File: src/rtl/ucore_pkg.sv
//----------------------------------------------------------------------------
// ucore_pkg
// Shared definitions for the micro-sequencer slice:
//   - seq_op encoding of the sequencing field of a micro-instruction
//   - sequencer FSM state type and state constants
// No ports; imported by ucore_useq_if, ucore_ustack and ucore_useq.
//----------------------------------------------------------------------------
package ucore_pkg;

    // Sequencing field of the micro-instruction currently at uaddr.
    typedef logic [2:0] seq_op_t;

    localparam seq_op_t OP_NEXT = 3'd0;  // uaddr + 1
    localparam seq_op_t OP_JUMP = 3'd1;  // seq_target
    localparam seq_op_t OP_BRT  = 3'd2;  // cond ? seq_target : uaddr + 1
    localparam seq_op_t OP_BRF  = 3'd3;  // cond ? uaddr + 1 : seq_target
    localparam seq_op_t OP_CALL = 3'd4;  // push uaddr + 1, go to seq_target
    localparam seq_op_t OP_RET  = 3'd5;  // pop return address
    localparam seq_op_t OP_WAIT = 3'd6;  // park until cond
    localparam seq_op_t OP_HALT = 3'd7;  // stop fetching

    // Sequencer FSM state. Plain vector constants so the encoding stays
    // visible and stable for legacy tooling that probes the state register.
    typedef logic [1:0] useq_state_t;

    localparam useq_state_t ST_HALT  = 2'd0;
    localparam useq_state_t ST_RUN   = 2'd1;
    localparam useq_state_t ST_WAIT  = 2'd2;
    localparam useq_state_t ST_FAULT = 2'd3;

endpackage : ucore_pkg

File: src/rtl/ucore_useq_if.sv
//----------------------------------------------------------------------------
// ucore_useq_if
// Bundle between the core datapath (master) and the micro-sequencer (slave).
//
// Master -> slave:
//   start       leave HALT and begin fetching at the reset vector
//   stall       core not ready; sequencer holds all state
//   seq_op      sequencing op of the micro-instruction at uaddr
//   seq_target  jump / branch / call target
//   cond        condition flag from the datapath
// Slave -> master:
//   uaddr       micro-address presented to the microcode store
//   uaddr_valid uaddr is a live fetch (RUN or WAIT)
//   halted      sequencer is in HALT
//   fault       sequencer is in FAULT
//   stack_ovf   sticky: CALL attempted with the return stack full
//   stack_unf   sticky: RET attempted with the return stack empty
//   depth       current return-stack occupancy
//----------------------------------------------------------------------------
interface ucore_useq_if
    import ucore_pkg::*;
#(
    parameter int unsigned UADDR_W     = 8,
    parameter int unsigned STACK_DEPTH = 4
) ();

    localparam int unsigned DEPTH_W = $clog2(STACK_DEPTH + 1);

    logic                 start;
    logic                 stall;
    seq_op_t              seq_op;
    logic [UADDR_W-1:0]   seq_target;
    logic                 cond;

    logic [UADDR_W-1:0]   uaddr;
    logic                 uaddr_valid;
    logic                 halted;
    logic                 fault;
    logic                 stack_ovf;
    logic                 stack_unf;
    logic [DEPTH_W-1:0]   depth;

    modport master (
        output start, stall, seq_op, seq_target, cond,
        input  uaddr, uaddr_valid, halted, fault, stack_ovf, stack_unf, depth
    );

    modport slave (
        input  start, stall, seq_op, seq_target, cond,
        output uaddr, uaddr_valid, halted, fault, stack_ovf, stack_unf, depth
    );

endinterface : ucore_useq_if

File: src/rtl/ucore_ustack.sv
//----------------------------------------------------------------------------
// ucore_ustack
// Parameterised LIFO holding micro-sequencer return addresses.
//
// Ports:
//   clk          rising-edge clock
//   reset        synchronous active-high reset (clears occupancy only)
//   i_push       push i_push_data (ignored when full)
//   i_pop        discard the top entry (ignored when empty)
//   i_push_data  return address to push
//   o_top        entry on top of the stack (undefined when empty)
//   o_depth      number of valid entries
//   o_full       o_depth == DEPTH
//   o_empty      o_depth == 0
// The caller never asserts i_push and i_pop together.
//----------------------------------------------------------------------------
module ucore_ustack
    import ucore_pkg::*;
#(
    parameter int unsigned WIDTH = 8,
    parameter int unsigned DEPTH = 4,
    localparam int unsigned DEPTH_W = $clog2(DEPTH + 1),
    localparam int unsigned IDX_W   = (DEPTH > 1) ? $clog2(DEPTH) : 1
) (
    input  logic               clk,
    input  logic               reset,
    input  logic               i_push,
    input  logic               i_pop,
    input  logic [WIDTH-1:0]   i_push_data,
    output logic [WIDTH-1:0]   o_top,
    output logic [DEPTH_W-1:0] o_depth,
    output logic               o_full,
    output logic               o_empty
);

    logic [WIDTH-1:0]   r_mem [DEPTH];
    logic [DEPTH_W-1:0] r_depth;

    logic               w_do_push;
    logic               w_do_pop;
    logic [DEPTH_W-1:0] w_top_ptr;
    logic [IDX_W-1:0]   w_wr_idx;
    logic [IDX_W-1:0]   w_rd_idx;

    assign o_full    = (r_depth == DEPTH_W'(DEPTH));
    assign o_empty   = (r_depth == '0);
    assign w_do_push = i_push && !o_full;
    assign w_do_pop  = i_pop && !o_empty;

    // Occupancy doubles as the write pointer; the top entry sits one below.
    // Both fit IDX_W bits whenever they are actually used (not full / not
    // empty respectively).
    assign w_top_ptr = r_depth - DEPTH_W'(1);
    assign w_wr_idx  = r_depth[IDX_W-1:0];
    assign w_rd_idx  = w_top_ptr[IDX_W-1:0];

    assign o_top   = r_mem[w_rd_idx];
    assign o_depth = r_depth;

    always_ff @(posedge clk) begin
        // NOTE: sequential state is always assigned with <= so every
        // register samples pre-edge values regardless of statement order.
        if (reset) begin
            r_depth <= '0;
        end else if (w_do_push) begin
            r_depth <= r_depth + DEPTH_W'(1);
        end else if (w_do_pop) begin
            r_depth <= w_top_ptr;
        end
    end

    // NOTE: the entry array has no reset; entries above r_depth are never
    // read, so clearing them would only cost a reset fan-out to every bit.
    always_ff @(posedge clk) begin
        if (w_do_push) begin
            r_mem[w_wr_idx] <= i_push_data;
        end
    end

endmodule : ucore_ustack

File: src/rtl/ucore_useq.sv
//----------------------------------------------------------------------------
// ucore_useq
// Micro-sequencer: generates the next micro-address for a microcoded core.
// FSM states HALT / RUN / WAIT / FAULT, one seq_op consumed per cycle in
// RUN, with a return stack (ucore_ustack) for CALL / RET.
//
// Ports:
//   clk    rising-edge clock
//   reset  synchronous active-high reset, overrides every other input
//   bus    ucore_useq_if.slave (start, stall, seq_op, seq_target, cond in;
//          uaddr, uaddr_valid, halted, fault, stack_ovf, stack_unf, depth out)
//
// Parameters:
//   UADDR_W       micro-address width
//   STACK_DEPTH   number of return-stack entries
//   RESET_VECTOR  first micro-address fetched after start
//----------------------------------------------------------------------------
module ucore_useq
    import ucore_pkg::*;
#(
    parameter int unsigned UADDR_W      = 8,
    parameter int unsigned STACK_DEPTH  = 4,
    parameter int unsigned RESET_VECTOR = 0,
    localparam int unsigned DEPTH_W     = $clog2(STACK_DEPTH + 1)
) (
    input  logic         clk,
    input  logic         reset,
    ucore_useq_if.slave  bus
);

    localparam logic [UADDR_W-1:0] RST_VEC = RESET_VECTOR[UADDR_W-1:0];

    useq_state_t        r_state;
    logic [UADDR_W-1:0] r_uaddr;
    logic               r_stack_ovf;
    logic               r_stack_unf;

    useq_state_t        w_state_nxt;
    logic [UADDR_W-1:0] w_uaddr_nxt;
    logic [UADDR_W-1:0] w_uaddr_inc;
    logic               w_push;
    logic               w_pop;
    logic               w_set_ovf;
    logic               w_set_unf;
    logic [UADDR_W-1:0] w_top;
    logic [DEPTH_W-1:0] w_depth;
    logic               w_full;
    logic               w_empty;

    // Natural modulo-2^UADDR_W wrap: all-ones increments to zero.
    assign w_uaddr_inc = r_uaddr + UADDR_W'(1);

    ucore_ustack #(
        .WIDTH (UADDR_W),
        .DEPTH (STACK_DEPTH)
    ) u_ustack (
        .clk         (clk),
        .reset       (reset),
        .i_push      (w_push),
        .i_pop       (w_pop),
        .i_push_data (w_uaddr_inc),
        .o_top       (w_top),
        .o_depth     (w_depth),
        .o_full      (w_full),
        .o_empty     (w_empty)
    );

    always_comb begin
        // NOTE: every signal gets a default before the case so no path
        // leaves one unassigned, which would otherwise infer a latch.
        w_state_nxt = r_state;
        w_uaddr_nxt = r_uaddr;
        w_push      = 1'b0;
        w_pop       = 1'b0;
        w_set_ovf   = 1'b0;
        w_set_unf   = 1'b0;

        case (r_state)
            ST_HALT: begin
                if (bus.start) begin
                    w_state_nxt = ST_RUN;
                    w_uaddr_nxt = RST_VEC;
                end
            end

            ST_RUN: begin
                // stall outranks seq_op: nothing moves while the core is busy.
                if (!bus.stall) begin
                    case (bus.seq_op)
                        OP_NEXT: w_uaddr_nxt = w_uaddr_inc;
                        OP_JUMP: w_uaddr_nxt = bus.seq_target;
                        OP_BRT:  w_uaddr_nxt = bus.cond ? bus.seq_target : w_uaddr_inc;
                        OP_BRF:  w_uaddr_nxt = bus.cond ? w_uaddr_inc : bus.seq_target;
                        OP_CALL: begin
                            if (w_full) begin
                                // Stack untouched; uaddr held at the faulting CALL.
                                w_set_ovf   = 1'b1;
                                w_state_nxt = ST_FAULT;
                            end else begin
                                w_push      = 1'b1;
                                w_uaddr_nxt = bus.seq_target;
                            end
                        end
                        OP_RET: begin
                            if (w_empty) begin
                                w_set_unf   = 1'b1;
                                w_state_nxt = ST_FAULT;
                            end else begin
                                w_pop       = 1'b1;
                                w_uaddr_nxt = w_top;
                            end
                        end
                        OP_WAIT: w_state_nxt = ST_WAIT;
                        OP_HALT: begin
                            // Stack is kept so a restarted routine can still return.
                            w_state_nxt = ST_HALT;
                            w_uaddr_nxt = RST_VEC;
                        end
                        default: w_uaddr_nxt = w_uaddr_inc;
                    endcase
                end
            end

            ST_WAIT: begin
                if (!bus.stall && bus.cond) begin
                    w_state_nxt = ST_RUN;
                    w_uaddr_nxt = w_uaddr_inc;
                end
            end

            ST_FAULT: begin
                // Terminal until reset.
            end

            default: w_state_nxt = ST_FAULT;
        endcase
    end

    always_ff @(posedge clk) begin
        if (reset) begin
            r_state     <= ST_HALT;
            r_uaddr     <= RST_VEC;
            r_stack_ovf <= 1'b0;
            r_stack_unf <= 1'b0;
        end else begin
            r_state     <= w_state_nxt;
            r_uaddr     <= w_uaddr_nxt;
            r_stack_ovf <= r_stack_ovf | w_set_ovf;
            r_stack_unf <= r_stack_unf | w_set_unf;
        end
    end

    assign bus.uaddr       = r_uaddr;
    assign bus.uaddr_valid = (r_state == ST_RUN) || (r_state == ST_WAIT);
    assign bus.halted      = (r_state == ST_HALT);
    assign bus.fault       = (r_state == ST_FAULT);
    assign bus.stack_ovf   = r_stack_ovf;
    assign bus.stack_unf   = r_stack_unf;
    assign bus.depth       = w_depth;

endmodule : ucore_useq

File: src/flat_wrapper.sv
// flat-port wrapper written by rule: the top's interface ports become plain ports
module ucore_useq_flat import ucore_pkg::*;
#(
    parameter int unsigned UADDR_W      = 8,
    parameter int unsigned STACK_DEPTH  = 4,
    parameter int unsigned RESET_VECTOR = 0,
    localparam int unsigned DEPTH_W     = $clog2(STACK_DEPTH + 1)
)
  (clk, reset, bus_start, bus_stall, bus_seq_op, bus_seq_target, bus_cond, bus_uaddr, bus_uaddr_valid, bus_halted, bus_fault, bus_stack_ovf, bus_stack_unf, bus_depth);
  ucore_useq_if #(.UADDR_W(UADDR_W), .STACK_DEPTH(STACK_DEPTH)) bus_i ();
  input  logic clk;
  input  logic reset;
  input wire logic [$bits(bus_i.start)-1:0] bus_start;
  input wire logic [$bits(bus_i.stall)-1:0] bus_stall;
  input wire logic [$bits(bus_i.seq_op)-1:0] bus_seq_op;
  input wire logic [$bits(bus_i.seq_target)-1:0] bus_seq_target;
  input wire logic [$bits(bus_i.cond)-1:0] bus_cond;
  output wire logic [$bits(bus_i.uaddr)-1:0] bus_uaddr;
  output wire logic [$bits(bus_i.uaddr_valid)-1:0] bus_uaddr_valid;
  output wire logic [$bits(bus_i.halted)-1:0] bus_halted;
  output wire logic [$bits(bus_i.fault)-1:0] bus_fault;
  output wire logic [$bits(bus_i.stack_ovf)-1:0] bus_stack_ovf;
  output wire logic [$bits(bus_i.stack_unf)-1:0] bus_stack_unf;
  output wire logic [$bits(bus_i.depth)-1:0] bus_depth;
  assign bus_i.start = bus_start;
  assign bus_i.stall = bus_stall;
  assign bus_i.seq_op = bus_seq_op;
  assign bus_i.seq_target = bus_seq_target;
  assign bus_i.cond = bus_cond;
  assign bus_uaddr = bus_i.uaddr;
  assign bus_uaddr_valid = bus_i.uaddr_valid;
  assign bus_halted = bus_i.halted;
  assign bus_fault = bus_i.fault;
  assign bus_stack_ovf = bus_i.stack_ovf;
  assign bus_stack_unf = bus_i.stack_unf;
  assign bus_depth = bus_i.depth;
  ucore_useq #(.UADDR_W(UADDR_W), .STACK_DEPTH(STACK_DEPTH), .RESET_VECTOR(RESET_VECTOR)) u_core (.clk(clk), .reset(reset), .bus(bus_i));
endmodule
File: config.mk
export PLATFORM = sky130hd
export DESIGN_NAME = ucore_useq_flat
export DESIGN_NICKNAME = d
export VERILOG_FILES = /design/src/rtl/ucore_pkg.sv /design/src/rtl/ucore_useq_if.sv /design/src/rtl/ucore_ustack.sv /design/src/rtl/ucore_useq.sv /design/src/flat_wrapper.sv
export SDC_FILE = /design/constraint.sdc
export NUM_CORES = 1
export LEC_CHECK = 0
export CAP_MARGIN = 20
export CORE_MARGIN = 2
export CORE_UTILIZATION = 59
export DETAILED_ROUTE_END_ITERATION = 10
export GPL_ROUTABILITY_DRIVEN = 0
export PLACE_DENSITY = 0.85
export SKIP_LAST_GASP = 1
export SLEW_MARGIN = 20
export SYNTH_ARGS = -nofsm -noshare
export SYNTH_HDL_FRONTEND = slang
export SYNTH_SLANG_ARGS = --single-unit
File: constraint.sdc
create_clock -name clk -period 4.3 [get_ports clk]
set_clock_uncertainty 0.1 [all_clocks]
set_input_delay 0.43 -clock clk [delete_from_list [all_inputs] [get_ports clk]]
set_output_delay 0.43 -clock clk [all_outputs]
set_load 0.005 [all_outputs]
==> results of run 1 <==
synthesized netlist by cell type (all sizes together), types with 2 or more instances:
master,count,share of area (%)
inv,10,1.5
a21oi,3,0.77
mux4,8,7.4
a221oi,7,2.8
nor2,11,1.8
clkbuf,2,0.31
o31ai,4,1.8
mux2i,4,1.6
o21ai,2,0.41
and2,4,1.0
nand3b,3,0.93
a31oi,3,0.77
ha,11,5.7
and3b,2,0.88
nor2b,3,0.77
buf,7,2.0
nand2b,5,1.3
nor3,3,0.62
edfxtp,32,40
a222oi,8,3.3
nand3,3,0.62
nand2,19,3.0
xnor2,5,1.8
xor2,3,1.1
dfxtp,15,12
how the worst max path moves through the flow:
stage                                       startpoint                                    end  slack [ns]  depth (start not counted)
6_report       u_core.u_ustack.o_depth[0]$_SDFFE_PP0P_  u_core.u_ustack.r_mem[0][0]$_DFFE_PP_        1.33                          6
5_1_grt        u_core.u_ustack.o_depth[0]$_SDFFE_PP0P_  u_core.u_ustack.r_mem[1][3]$_DFFE_PP_        1.13                          6
4_1_cts        u_core.u_ustack.o_depth[0]$_SDFFE_PP0P_  u_core.u_ustack.r_mem[0][3]$_DFFE_PP_        1.30                          6
3_5_place_dp   u_core.u_ustack.o_depth[0]$_SDFFE_PP0P_  u_core.u_ustack.r_mem[0][4]$_DFFE_PP_        1.36                          6
3_3_place_gp   u_core.u_ustack.o_depth[0]$_SDFFE_PP0P_  u_core.u_ustack.r_mem[0][0]$_DFFE_PP_        1.51                          6
2_1_floorplan  u_core.u_ustack.o_depth[0]$_SDFFE_PP0P_  u_core.u_ustack.r_mem[0][0]$_DFFE_PP_        1.81                          7
cell type report:
| cell class | instances | share of cell area [%] |
|---|---|---|
| flip-flops and latches | 47 | 44.1 |
| well taps | 50 | 2.19 |
| clock inverters | 3 | 1.62 |
| inverters | 10 | 1.31 |
| multi-input cells | 123 | 37.5 |
| repair buffers | 31 | 10.9 |
| clock buffers | 5 | 2.41 |
report_power, final:
group	internal, mW	total, mW	switching, mW
registers	0.488	0.498	0.0104
logic	0.0808	0.184	0.103
clock network	0.175	0.326	0.151
critical path, stage by stage, from the launching register on:
cell	delay, ns
dfxtp_1	0.77
inv_1	0.18
ha_1	0.28
ha_1	0.24
or3_1	0.45
nor2_2	0.22
and2_1	0.40
cell usage in the layout (no fill, tap or decap), drive strengths merged, types with 7 or more instances in the layout:
cell           synthesis  routed
mux4                   8       8
nor2                  11      11
a222oi                 8       8
dfxtp                 15      15
edfxtp                32      32
inv                   10      11
ha                    11      11
a221oi                 7       7
clkdlybuf4s50          0      31
nand2                 19      19
layer usage:
| metal | vias to the layer above | part of all wire [%] | GRT usage [%] |
|---|---|---|---|
| met4 | 0 | 1.4 | 9.00 |
| met1 | 840 | 44 | 36.0 |
| met2 | 74 | 48 | 39.2 |
| met5 | - | 0 | 0 |
| li1 | 784 | - | - |
| met3 | 6 | 6.3 | 5.43 |
registers in the layout, indices dropped and copies added (netlist names):
signal	flops
u_core.u_ustack.r_mem	32
u_core.bus.uaddr	8
u_core.u_ustack.o_depth	3
u_core.r_state	2
u_core.bus.stack_ovf	1
u_core.bus.stack_unf	1
through the flow:
step | hold slack, ns | power (mW)
4_1_cts | 0.391 | 1.01
3_5_place_dp | 0.368 | 0.688
2_1_floorplan | 0.361 | 0.632
5_1_grt | 0.417 | 1.05
3_3_place_gp | 0.357 | 0.683
6_report | 0.384 | 1.01
cells by family after synthesis:
family / count (synthesis) / share of synthesized area [%]
DFF: 47 / 52.0
adders and majority gates: 11 / 5.67
and+or+nand+nor: 59 / 13.6
buffers and inverters: 19 / 3.87
muxes: 13 / 9.69
AOI/OAI and AO/OA: 32 / 12.4
xor gates and xnor gates: 8 / 2.89
==> flow_summary.ini, run 1 <==
[yosys]
syn_inst = 189
async_flop_share_pct = 0
ys_ff_latch = 47
avgSynthCellArea_um2 = 12.8
netlist_area_um2 = 2430
ys.warnings.count = 0
synth.net_count = 216
synth_ff_type = edfxtp_1
synth_edf_count = 32
seq_area_frac_synth_pct = 52.0
synth.distinct_cells = 47

[finish]
drive_gt1_share_pct = 12.8
nNetsFinal = 245
finalNonFillerCells = 269
regArea_um2 = 1260
fillers = 269
postLayoutCoreUtil_pct = 72.0
syn_to_final_growth_pct = 17.8
multi_input_area_um2 = 1070
diodes = 0
finalInstanceArea_um2 = 2860

[placed_design]
place_area_um2 = 2740
dp.cells = 261
pre_cts_ws_ns = 1.36
portBuffers = 31
dp_hpwl_um = 3890

[power_and_ir_drop]
power_leakage_nw = 0.962
power_density_nw_per_um2 = 353
vdd_drop_max_mv = 0.270

[floorplanning]
die_w_um = 68.1
rows = 23
initial_core_util_pct = 61.1
fp.dieH_um = 68.1
ios = 32
core_um2 = 3970
dieArea_um2 = 4640

[clock_network]
numCtsBuffers = 5
post_cts.repair.setup_buffers = 0
cts.path.max_buffers = 2
cts_hold_buf = 0
cts_root_buf = clkbuf_8
cts_tree = yes
clk_pin_slew_ns = 0.09
cts_max_level = 2
cts_resized = 0
clock-sinks = 47
worstSkewPairLatency_ns = 0.30

[hold_path]
hold_start = u_core.bus.stack_ovf$_SDFF_PP0_
hold_path.class = flop to flop
hold_depth = 2
min_to = u_core.bus.stack_ovf$_SDFF_PP0_

[grt]
grt_use_total_pct = 25.5
grt_antenna_before_repair = 0
grt_pass1_wl_um = 8310
grt_overflow = 0
grt_max_degree = 20
grt_pass1_vias = 1580

[worst_setup_path]
start_kind = flop
r2r_cells = 6
critPathKind = flop to flop
worstPathMaxFanout = 13
worstReg2RegEnd = u_core.u_ustack.r_mem[0][0]$_DFFE_PP_
timing.rr.start = u_core.u_ustack.o_depth[0]$_SDFFE_PP0P_
worstPathArrival_ns = 2.84
cp.required_ns = 4.17
worstSetupEndpointType = flop
reg2reg_setup_slack_ns = 1.33

[timing]
tightestPinTransition_ns = 0.720
fin_crit_sh_pct = 69.1
setup_tns_ns = 0
setup_ws_ns = 1.33
final_hold_viol_count = 0
setup_viol = 0
fmax_mhz = 337
min_period_ns = 2.97
slew_headroom_pct = 51.9
drv_slew = 0
rsz0062_at_grt = no

[detailed_routing]
drt-wirelength-per-cell_um = 20.0
vias = 1704
drc_errors = 0
drtAntennaViolNets = 0
drt_iter0_drc = 170
dr.pass1.iters = 5
wirelength_um = 5380
routed_via_density = 6.33

[job]
cap_violations = 0

[status]
outcome = complete, no violations
Note: power is estimated with default switching activity, not from simulation.
==> run 2, diff against run 1 <==
- CORE_UTILIZATION: 59 -> 49
- PLACE_DENSITY: 0.85 -> 0.75
- clock period: 4.3 -> 2.43 ns (I/O delays scaled with it)
==> flow_summary.ini, run 2 (synthesized netlist as in run 1, its figures left out) <==
[clock_network]
clock-sinks = 47
clk_pin_slew_ns = 0.09
cts_root_buf = clkbuf_8
cts_hold_buf = 0
cts_max_level = 2
cts_tree = yes
numCtsBuffers = 5
cts_resized = 0
worstSkewPairLatency_ns = 0.29
post_cts.repair.setup_buffers = 0
cts.path.max_buffers = 2

[hold_path]
hold_path.class = flop to flop

[finish]
final_common_cell = edfxtp_1
nNetsFinal = 261
top_register = u_core.u_ustack.r_mem
largest_reg_flops = 32
syn_to_final_growth_pct = 22.9
fillers = 388
drive_gt1_share_pct = 19.6
diodes = 0
postLayoutCoreUtil_pct = 62.8
final_cell_mix = 32 x edfxtp_1, 31 x clkdlybuf4s50_1, 18 x nand2_1, 16 x buf_4, 15 x dfxtp_1

[detailed_routing]
drtAntennaViolNets = 0
wirelength_um = 5050
routed_via_density = 5.68
dr.pass1.iters = 5
drc_errors = 0
drt-wirelength-per-cell_um = 16.7
vias = 1715
drt_iter0_drc = 158

[status]
outcome = complete, no violations

[floorplanning]
rows = 25
dieArea_um2 = 5530
die_w_um = 74.4
ios = 32
fp.dieH_um = 74.4
initial_core_util_pct = 51.1
core_um2 = 4750

[timing]
fmax_mhz = 441
rsz0062_at_grt = no
setup_tns_ns = 0
min_period_ns = 2.27
fin_crit_sh_pct = 93.3
drv_slew = 0
tightestPinTransition_ns = 0.530
slew_headroom_pct = 64.4
final_hold_viol_count = 0
setup_viol = 0
setup_ws_ns = 0.162

[worst_setup_path]
worstPathMaxFanout = 8
cp_slowest_stage_delay_ns = 0.42
worstSetupEndpointType = flop
cp.required_ns = 2.29
critPathKind = flop to flop
worstPathArrival_ns = 2.13
cpMostUsedCell = ha_1
critPathSlowestCell = or3_1
crit_chain = inv_1 > ha_1 > ha_1 > or3_1 > nor2_2 > and2_1
start_kind = flop

[grt]
grt_pass1_wl_um = 8300
grt_overflow = 0
grt_antenna_before_repair = 0
grt_max_degree = 19
grt_use_total_pct = 19.9
grt_pass1_vias = 1661

[placed_design]
pre_cts_ws_ns = -0.00928
dp_hpwl_um = 3860
portBuffers = 31

[power_and_ir_drop]
power_density_nw_per_um2 = 575
power_leakage_nw = 1.03
vdd_drop_max_mv = 0.644

[job]
cap_violations = 0
## run 2: metal layers
metal	part of all wire, %	track usage [%]	vias up
met4	0.63	4.17	0
met3	5.7	2.85	2
met1	47	28.3	843
li1	-	-	811
met5	0	0	-
met2	47	32.7	59
## run 2: path summary, 6_finish.rpt
kind | startpoint | end | slack (ns) | cells past startpoint
max | u_core.u_ustack.o_depth[0]$_SDFFE_PP0P_ | u_core.u_ustack.r_mem[3][3]$_DFFE_PP_ | 0.16 | 6
min | u_core.bus.stack_unf$_SDFF_PP0_ | u_core.bus.stack_unf$_SDFF_PP0_ | 0.38 | 2
max reg2reg | u_core.u_ustack.o_depth[0]$_SDFFE_PP0P_ | u_core.u_ustack.r_mem[3][3]$_DFFE_PP_ | 0.16 | 6
min reg2reg | u_core.bus.stack_unf$_SDFF_PP0_ | u_core.bus.stack_unf$_SDFF_PP0_ | 0.38 | 2
## run 2: worst max-delay path: cells and delay by family, from the launching register on
kind          cells  cell delay (ns)
simple gates      3             1.00
fa+ha+maj         2             0.45
flops             1             0.33
buf+inv           1             0.06
## run 2: cell type report
class                      count  area [um2]  area share (%)
sequential                    47        1260            42.3
multi-input combinational    123        1070            36.0
timing repair buffer          47         430            14.4
tap                           67        83.8            2.81
clock buffer                   5        68.8            2.31
inverter                      10        37.5            1.26
clock inverter                 3        27.5           0.922
## run 2: per-stage QoR
stage,cells,hold WS [ns],cell area [um2],power [mW]
6_report,302,0.382,2980,1.72
5_1_grt,302,0.407,2980,1.80
4_1_cts,302,0.386,2980,1.73
3_5_place_dp,294,0.364,2890,1.24
3_3_place_gp,294,0.356,2890,1.24
2_1_floorplan,189,0.351,2430,1.12
## run 2: power breakdown
group,internal (mW),total (mW),switching [mW]
registers,0.863,0.880,0.0164
logic,0.161,0.347,0.186
clock network,0.213,0.490,0.277
==> run 3, diff against run 2 <==
==> constraint.sdc (replaced) <==
create_clock -name clk -period 2.43 [get_ports clk]
set_clock_uncertainty 0.1 [all_clocks]
set_input_delay 0.486 -clock clk [delete_from_list [all_inputs] [get_ports clk]]
set_output_delay 0.486 -clock clk [all_outputs]
set_load 0.005 [all_outputs]
==> flow_summary.ini, run 3 (synthesized netlist as in run 1, its figures left out) <==
[status]
outcome = complete, no violations

[finish]
final_cell_mix = 32 x edfxtp_1, 31 x clkdlybuf4s50_1, 22 x buf_4, 18 x nand2_1, 15 x dfxtp_1
nNetsFinal = 271
finalNonFillerCells = 312
top_register = u_core.u_ustack.r_mem
finalInstanceArea_um2 = 3150
diodes = 0
final_common_cell = edfxtp_1
drive_gt1_share_pct = 22.0
largest_reg_flops = 32
syn_to_final_growth_pct = 29.8

[power_and_ir_drop]
power_density_nw_per_um2 = 611
p_int_mw = 1.45
p_seq_share_pct = 45.6
power_switching_uw = 472
power_frac_comb_pct = 18.8
switching_share_pct = 24.6
power_leakage_nw = 1.12
clock_power_share_pct = 35.6
vdd_drop_max_mv = 0.502

[floorplanning]
rows = 25
die_w_um = 74.4
ios = 32
fp.dieH_um = 74.4
core_um2 = 4750
initial_core_util_pct = 51.1
dieArea_um2 = 5530

[job]
cap_violations = 0

[detailed_routing]
vias = 1725
routed_via_density = 5.53
dr.pass1.iters = 5
drtAntennaViolNets = 0
wirelength_um = 5220
drt-wirelength-per-cell_um = 16.7
drc_errors = 0
drt_iter0_drc = 105

[grt]
grt_overflow = 0
grt_use_total_pct = 20.5
grt_antenna_before_repair = 0
grt_max_degree = 19
grt_pass1_wl_um = 8400
grt_pass1_vias = 1670

[timing]
fmax_mhz = 449
tightestPinTransition_ns = 0.502
setup_viol = 0
fin_crit_sh_pct = 91.6
drv_slew = 0
setup_tns_ns = 0
final_hold_viol_count = 0
min_period_ns = 2.23
slew_headroom_pct = 66.3
setup_ws_ns = 0.205
rsz0062_at_grt = no

[clock_network]
cts_resized = 0
clock-sinks = 47
cts_root_buf = clkbuf_8
cts_max_level = 2
worstSkewPairLatency_ns = 0.29
cts_tree = yes
post_cts.repair.setup_buffers = 0
numCtsBuffers = 5
clk_pin_slew_ns = 0.09
cts_hold_buf = 0
cts.path.max_buffers = 2

[worst_setup_path]
critPathKind = flop to output pin
cp.required_ns = 1.84
worstSetupEndpointType = output pin
worstPathArrival_ns = 1.64
start_kind = flop
worstPathMaxFanout = 4

[placed_design]
pre_cts_ws_ns = -0.0674
place_area_um2 = 3010
portBuffers = 31
dp_hpwl_um = 3750
dp.cells = 304

[hold_path]
hold_path.class = flop to flop
==> run 3: path summary, 6_finish.rpt <==
path | from | endpoint | slack, ns | depth (start not counted)
worst max-delay path | u_core.r_state[1]$_SDFFE_PP0P_ | bus_uaddr_valid | 0.20 | 3
worst min register to register | u_core.bus.stack_unf$_SDFF_PP0_ | u_core.bus.stack_unf$_SDFF_PP0_ | 0.38 | 2
worst max register to register | u_core.u_ustack.o_depth[0]$_SDFFE_PP0P_ | u_core.u_ustack.r_mem[0][1]$_DFFE_PP_ | 0.24 | 7
worst min-delay path | u_core.bus.stack_unf$_SDFF_PP0_ | u_core.bus.stack_unf$_SDFF_PP0_ | 0.38 | 2
==> run 3: critical path: stages, from the launching register on <==
cell	delay [ns]
dfxtp_1	0.40
inv_1	0.09
ha_1	0.34
clkdlybuf4s50_1	0.52
==> run 3: stage by stage <==
step | utilization, % | power, mW | hold slack (ns)
2_1_floorplan | - | 1.12 | 0.361
3_3_place_gp | 63.3 | 1.25 | 0.350
3_5_place_dp | 63.3 | 1.26 | 0.361
4_1_cts | 66.3 | 1.95 | 0.382
5_1_grt | 66.3 | 2.01 | 0.417
6_report | 66.3 | 1.92 | 0.376
==> run 3: final cells by class <==
class                   instances  area, um2
clock buffers                   5       68.8
clock inverters                 3       71.3
fillers                       356       1600
inverters                      10       37.5
multi-input cells             123       1070
flip-flops and latches         47       1260
well taps                      67       83.8
repair buffers                 57        556
==> run 3: power by group through the flow <==
stage               sequential, mW  combinational (mW)  clock (mW)
finish                       0.878               0.361       0.685
global route                 0.881               0.392       0.732
CTS                          0.878               0.362       0.705
detailed placement           0.897               0.360           0
global placement             0.896               0.353           0
floorplan                    0.894               0.225           0
==> run 3: metal layers <==
layer	wire length (um)	vias up	global-route usage, %
li1	-	830	-
met1	2300	816	28.8
met4	25	0	6.94
met5	0	-	0
met3	521	2	4.74
met2	2380	77	31.8
